File: config.mk
export PLATFORM = sky130hd
export DESIGN_NAME = mem_arbiter
export DESIGN_NICKNAME = d
export VERILOG_FILES = /design/src/rtl/mem_arbiter.sv
export SDC_FILE = /design/constraint.sdc
export NUM_CORES = 1
export LEC_CHECK = 0
export CORE_UTILIZATION = 45
export CTS_CLUSTER_SIZE = 24
export DETAILED_ROUTE_END_ITERATION = 10
export GPL_TIMING_DRIVEN = 1
export PLACE_DENSITY = 0.93
export SLEW_MARGIN = 20
export SYNTH_ARGS = -nofsm -noshare
export SYNTH_HDL_FRONTEND = slang
export SYNTH_SLANG_ARGS = --single-unit
export TNS_END_PERCENT = 100
File: constraint.sdc
create_clock -name clk -period 6.6 [get_ports clk]
set_input_delay 0.99 -clock clk [delete_from_list [all_inputs] [get_ports clk]]
set_output_delay 0.99 -clock clk [all_outputs]
set_load 0.1 [all_outputs]
File: src/rtl/mem_arbiter.sv
// mem_arbiter: shares one fixed-latency memory port between fetch and LSU.
// One transaction in flight; data wins ties unless fetch has been starved.
module mem_arbiter #(
  parameter int AW      = 32,
  parameter int DW      = 32,
  parameter int MEM_LAT = 2,
  parameter int STARVE  = 4
) (
  input  logic          clk,
  input  logic          reset,
  input  logic          if_req,
  input  logic [AW-1:0] if_addr,
  output logic          if_gnt,
  output logic          if_rvalid,
  output logic [DW-1:0] if_rdata,
  input  logic          d_req,
  input  logic          d_wen,
  input  logic [AW-1:0] d_addr,
  input  logic [DW-1:0] d_wdata,
  output logic          d_gnt,
  output logic          d_rvalid,
  output logic [DW-1:0] d_rdata,
  output logic          mem_en,
  output logic          mem_wen,
  output logic [AW-1:0] mem_addr,
  output logic [DW-1:0] mem_wdata,
  input  logic [DW-1:0] mem_rdata
);

  typedef enum logic [1:0] {
    IDLE,
    ISSUE,
    WAIT,
    RESP
  } state_t;

  localparam logic OWN_IF = 1'b0;
  localparam logic OWN_D  = 1'b1;

  localparam logic [2:0] LAT  = 3'(MEM_LAT);
  localparam logic [3:0] SMAX = 4'(STARVE);

  state_t     state;
  logic [2:0] cnt;
  logic [3:0] streak;
  logic       owner;
  logic       wen_q;
  logic       idle;
  logic       starved;

  assign idle    = (state == IDLE) && !reset;
  assign starved = (streak == SMAX);

  assign if_gnt = idle && if_req
               && (!d_req || starved);
  assign d_gnt  = idle && d_req
               && !(if_req && starved);

  // the write strobe is only ever visible alongside the command strobe
  assign mem_wen = mem_en && wen_q;

  always_ff @(posedge clk or posedge reset) begin
    if (reset) begin
      state     <= IDLE;
      cnt       <= '0;
      streak    <= '0;
      owner     <= OWN_IF;
      wen_q     <= 1'b0;
      mem_en    <= 1'b0;
      mem_addr  <= '0;
      mem_wdata <= '0;
      if_rdata  <= '0;
      d_rdata   <= '0;
      if_rvalid <= 1'b0;
      d_rvalid  <= 1'b0;
    end else begin
      mem_en    <= 1'b0;
      if_rvalid <= 1'b0;
      d_rvalid  <= 1'b0;
      unique case (state)
        IDLE: begin
          if (if_gnt) begin
            owner    <= OWN_IF;
            wen_q    <= 1'b0;
            mem_addr <= if_addr;
            mem_en   <= 1'b1;
            streak   <= '0;
            state    <= ISSUE;
          end else if (d_gnt) begin
            owner     <= OWN_D;
            wen_q     <= d_wen;
            mem_addr  <= d_addr;
            mem_wdata <= d_wdata;
            mem_en    <= 1'b1;
            state     <= ISSUE;
            if (!if_req)
              streak <= '0;
            else if (!starved)
              streak <= streak + 4'd1;
          end
        end
        ISSUE: begin
          cnt   <= LAT;
          state <= wen_q ? IDLE : WAIT;
        end
        WAIT: begin
          cnt <= cnt - 3'd1;
          if (cnt == 3'd1) begin
            if (owner == OWN_D) begin
              d_rdata  <= mem_rdata;
              d_rvalid <= 1'b1;
            end else begin
              if_rdata  <= mem_rdata;
              if_rvalid <= 1'b1;
            end
            state <= RESP;
          end
        end
        RESP: begin
          state <= IDLE;
        end
        default: begin
          state <= IDLE;
        end
      endcase
    end
  end

endmodule

==> results of run 1 <==
## cell usage after synthesis (3+ instances only)
library cell	instances	area [µm²]
mux2_1	6	67.6
dfrtp_1	142	3550
mux2_2	90	1010
a22o_1	3	26.3
ha_1	8	100
inv_1	11	41.3
nor2_1	3	11.3
buf_6	9	101
clkbuf_1	6	22.5
nand2_1	4	15.0
buf_2	10	50.1
a32o_1	3	30.0
a221o_1	32	320
a21boi_0	32	240
## through the flow
stage	utilization [%]	hold WS (ns)	std cells
after global placement	67.8	0.469	804
final	72.1	0.483	833
after global routing	72.1	0.514	833
after CTS	72.1	0.489	833
after floorplan	-	0.488	387
after detailed placement	67.8	0.477	804
## per-layer routing
metal  part of all wire, %  up-vias  track usage, %
met4                   1.6        0            9.32
met2                    53      214            39.9
met1                    37     2162            25.2
met5                     0        -               0
met3                   7.7       23            6.64
li1                      -     1949               -
## logic make-up (layout without fill, tap and decap cells)
group / after synthesis / in the layout / share of synthesized area [%]
buffers and inverters: 38 / 312 / 3.88
muxes: 97 / 97 / 18.8
DFF: 142 / 142 / 61.2
and+or+nand+nor: 19 / 19 / 2.17
adders and majority gates: 8 / 8 / 1.72
xor gates and xnor gates: 1 / 1 / 0.151
AOI/OAI and AO/OA: 82 / 82 / 12.1
## layout make-up
cell class              count  area (µm²)
repair buffers            272        2710
clock inverters             7        65.1
clock buffers              22         474
fillers                   823        3520
flip-flops and latches    142        3550
multi-input cells         207        2040
well taps                 172         215
inverters                  11        46.3
## critical path, delay by kind of cell
family          cells  cell delay [ns]
buf+inv             3             2.08
compound gates      1             0.14
simple gates        1             0.24
## path summary, 6_finish.rpt
path,endpoint,slack [ns]
min in group asynchronous,mem_en,1.14
setup / recovery,if_gnt,2.15
max in group asynchronous,if_rdata[25],4.14
hold reg to reg,if_rdata[2],0.48
hold / removal,if_rdata[2],0.48
setup reg to reg,mem_wdata[9],3.80
## flip-flops by register name, indices dropped and copies added, names as in the netlist, named ones only
signal and flops:
if_rdata 32, owner 1, state 1, mem_en 1, mem_wdata 32, streak 4, cnt 3, mem_addr 32
if_rvalid 1, d_rdata 32, d_rvalid 1, wen_q 1
==> results_dict.tcl, run 1 <==
set metrics [dict create \
    critPathMaxFanout 33 \
    cp.required_ns 5.61 \
    cts_setup_buffers 0 \
    hold_viol 0 \
    dp_slack_ns 2.16 \
    most-common-layout-cells "266 x clkdlybuf4s50_1, 142 x dfrtp_1, 90 x mux2_2, 32 x a21boi_0, 32 x a221o_1" \
    avgRoutedWirePerCell_um 17.9 \
    hp-class "reg -> reg" \
    arrival_ns 3.46 \
    tightest_slew_ns 1.04 \
    cp_slowest_cell "clkdlybuf4s50_1" \
    cts_made_buffers 17 \
    setup-violations-final 0 \
    synth_area_mm2 0.00581 \
    yosysSeqAreaShare_pct 61.2 \
    synth_edf_count 0 \
    min_from "if_rdata[2]" \
    r2r_cells 7 \
    grt_pass1_wl_um 22800 \
    first_pass_iters 5 \
    critPathCaptureType "primary output" \
    grt_overflow 0 \
    drc_errors 0 \
    worst_skew_pair.late_latency_ns 0.41 \
    htree_num_levels 4 \
    drv_slew 0 \
    numPortBuffers 266 \
    clock_sinks 142 \
    tns_ns 0 \
    fin_skew_ns 0.00736 \
    grtUsageTotal_pct 22.4 \
    die_x_um 116 \
    place_area_mm2 0.00856 \
    path_class "in -> out" \
    grt_max_degree 73 \
    netlist_instances 387 \
    fmax_mhz 225 \
    start_util_pct 46.0 \
    clockRootBuffer "clkbuf_16" \
    maxCapViolations 0 \
    cpPeakStageDelay_ns 1.20 \
    status "complete, no violations" \
    post_cts_resized 0 \
    io_pins 267 \
    gp_congestion 0.750 \
    syn2layout_area_growth_pct 56.6 \
    routed_wl_um 14900 \
    synthFlopType "dfrtp_1" \
    layout.cells.most_common "clkdlybuf4s50_1" \
    clock_path_buffers 2 \
    die-height_um 116 \
    rsz0062_at_grt "false" \
    crit_path_start "reset" \
    postCtsHoldBufs 0 \
    drtIter0Drc 217 \
    viasPerCell 5.22 \
    maxSlewHeadroom_pct 30.7 \
    vias 4348 \
    final_cell_area_mm2 0.00910 \
    layout_setup_ws_ns 2.15 \
    cts_tree "built" \
    ys_types 37 \
    dpl.hpwl_um 10900 \
    die-area_mm2 0.0134 \
    yosys_warnings 0 \
    drive_gt1_share_pct 19.8 \
    antenna_cells 0 \
    core-area_mm2 0.0126 \
    min_path_cells 1 \
    syn_area_per_cell_um2 15.0 \
    fin_crit_ns 4.45 \
    grt_pass1_vias 4579 \
    path_cells "clkdlybuf4s50_1, nand3b_1, a21oi_2, buf_4, clkdlybuf4s50_1" \
    rr_startpoint "state[0]" \
    start_kind "input pin" \
    cpMostUsedCell "clkdlybuf4s50_1" \
    period_share_pct 67.5 \
    synth_async_sr_flop_share_pct 100 \
    fin_nets 792 \
    antenna_left 0 \
    synth-seq-cells 142 \
    clk_pin_slew_ns 0.05 \
    synth_nets 528 \
    row_count 41 \
    antenna_found_initial 0 \
]
Power of run 1 is left out: the tool's default activity adds up to more than one toggle a clock period on the data nets, which glitch-free logic cannot reach.
==> run 2, diff against run 1 <==
- CORE_UTILIZATION: 45 -> 42
- PLACE_DENSITY: 0.93 -> 0.88
- clock period: 6.6 -> 4.4 ns (I/O delays scaled with it)
==> results_dict.tcl, run 2 (same netlist as run 1, synthesis figures left out) <==
set metrics [dict create \
    postCtsHoldBufs 0 \
    drv_slew 0 \
    instances_no_fill 841 \
    antenna_left 0 \
    clock_path_buffers 2 \
    syn2layout_area_growth_pct 58.5 \
    maxCapViolations 0 \
    die-area_mm2 0.0143 \
    arrival_ns 2.25 \
    layout.cells.most_common "clkdlybuf4s50_1" \
    numPortBuffers 266 \
    grt_pass1_wl_um 24300 \
    tightest_slew_ns 1.06 \
    fin_skew_ns 0.00670 \
    drive_gt1_share_pct 20.3 \
    hold_viol 0 \
    viasPerCell 5.19 \
    drc_errors 0 \
    period_share_pct 66.1 \
    hp-class "reg -> reg" \
    grt_pass1_vias 4736 \
    worst_skew_pair.late_latency_ns 0.40 \
    clk_pin_slew_ns 0.05 \
    status "complete, no violations" \
    cp.required_ns 3.74 \
    row_count 42 \
    gp_congestion 0.784 \
    htree_num_levels 4 \
    numPlacedInstances 810 \
    routed_wl_um 15200 \
    r2r_slack_ns 1.58 \
    seqCellArea_mm2 0.00355 \
    rsz0062_at_grt "false" \
    multiInputGateArea_mm2 0.00204 \
    met1_usage_pct 25.1 \
    most-common-layout-cells "264 x clkdlybuf4s50_1, 142 x dfrtp_1, 90 x mux2_2, 32 x a21boi_0, 32 x a221o_1" \
    met3_usage_pct 6.13 \
    grt_overflow 0 \
    first_pass_iters 4 \
    die_x_um 120 \
    grt_max_degree 70 \
    post_cts_resized 0 \
    vias 4367 \
    num-fill-cells 923 \
    antenna_found_initial 0 \
    clockRootBuffer "clkbuf_16" \
    tns_ns 0 \
    fmax_mhz 344 \
    grt.busiest_layer "met2" \
    core-area_mm2 0.0133 \
    cts_setup_buffers 0 \
    fin_nets 794 \
    fin_crit_ns 2.91 \
    avgRoutedWirePerCell_um 18.1 \
    io_pins 267 \
    setup-violations-final 0 \
    post-route-util_pct 69.0 \
    die-height_um 120 \
    clock_sinks 142 \
    grtUsageTotal_pct 22.2 \
    path_class "in -> out" \
    maxSlewHeadroom_pct 29.0 \
    cts_tree "built" \
    start_util_pct 43.5 \
    globalRouteMet2Util_pct 39.8 \
    drtIter0Drc 164 \
    start_kind "input pin" \
    critPathMaxFanout 33 \
    critPathCaptureType "primary output" \
    antenna_cells 0 \
    dpl.hpwl_um 11100 \
    cts_made_buffers 17 \
]
-- run 2: changes by cell type in the layout (fill, tap and decap cells not counted), sizes merged --
cell	change
clkinv	-2
bufinv	+3
inv	+1
clkdlybuf4s50	-2
buf	+4
-- run 2: per-layer routing --
| layer | part of all wire [%] | wire (µm) |
|---|---|---|
| met1 | 38 | 5820 |
| met2 | 53 | 8050 |
| met3 | 7.3 | 1110 |
| met4 | 1.7 | 263 |
| met5 | 0 | 0 |
-- run 2: critical path, stage by stage --
cell and delay (ns):
clkdlybuf4s50_1 0.63, nand3b_1 0.13, a21oi_2 0.12, buf_4 0.33
buf_4 0.36
-- run 2: through the flow --
step	hold WS, ns	setup slack, ns	instance area, µm²
final	0.503	1.49	9210
after global routing	0.518	1.41	9210
after CTS	0.507	1.51	9210
after detailed placement	0.487	1.28	8600
after global placement	0.468	1.36	8600
after floorplan	0.488	1.96	5810
-- run 2: final timing paths --
check | start | endpoint | cells past startpoint
min in group asynchronous | reset | mem_addr[0] | 2
hold / removal | if_rdata[10] | if_rdata[10] | 1
max in group asynchronous | reset | mem_wdata[7] | 3
setup / recovery | if_req | if_gnt | 5
setup reg to reg | state[0] | mem_wdata[28] | 7
hold reg to reg | if_rdata[10] | if_rdata[10] | 1
-- run 2: final cells by class --
cell class,count,area share [%]
inverter,11,0.489
clock inverter,9,1.73
clock buffer,22,4.93
timing repair buffer,274,29.8
multi-input combinational,207,22.1
tap,176,2.39
sequential,142,38.6
Power of run 2 is left out for the same reason.
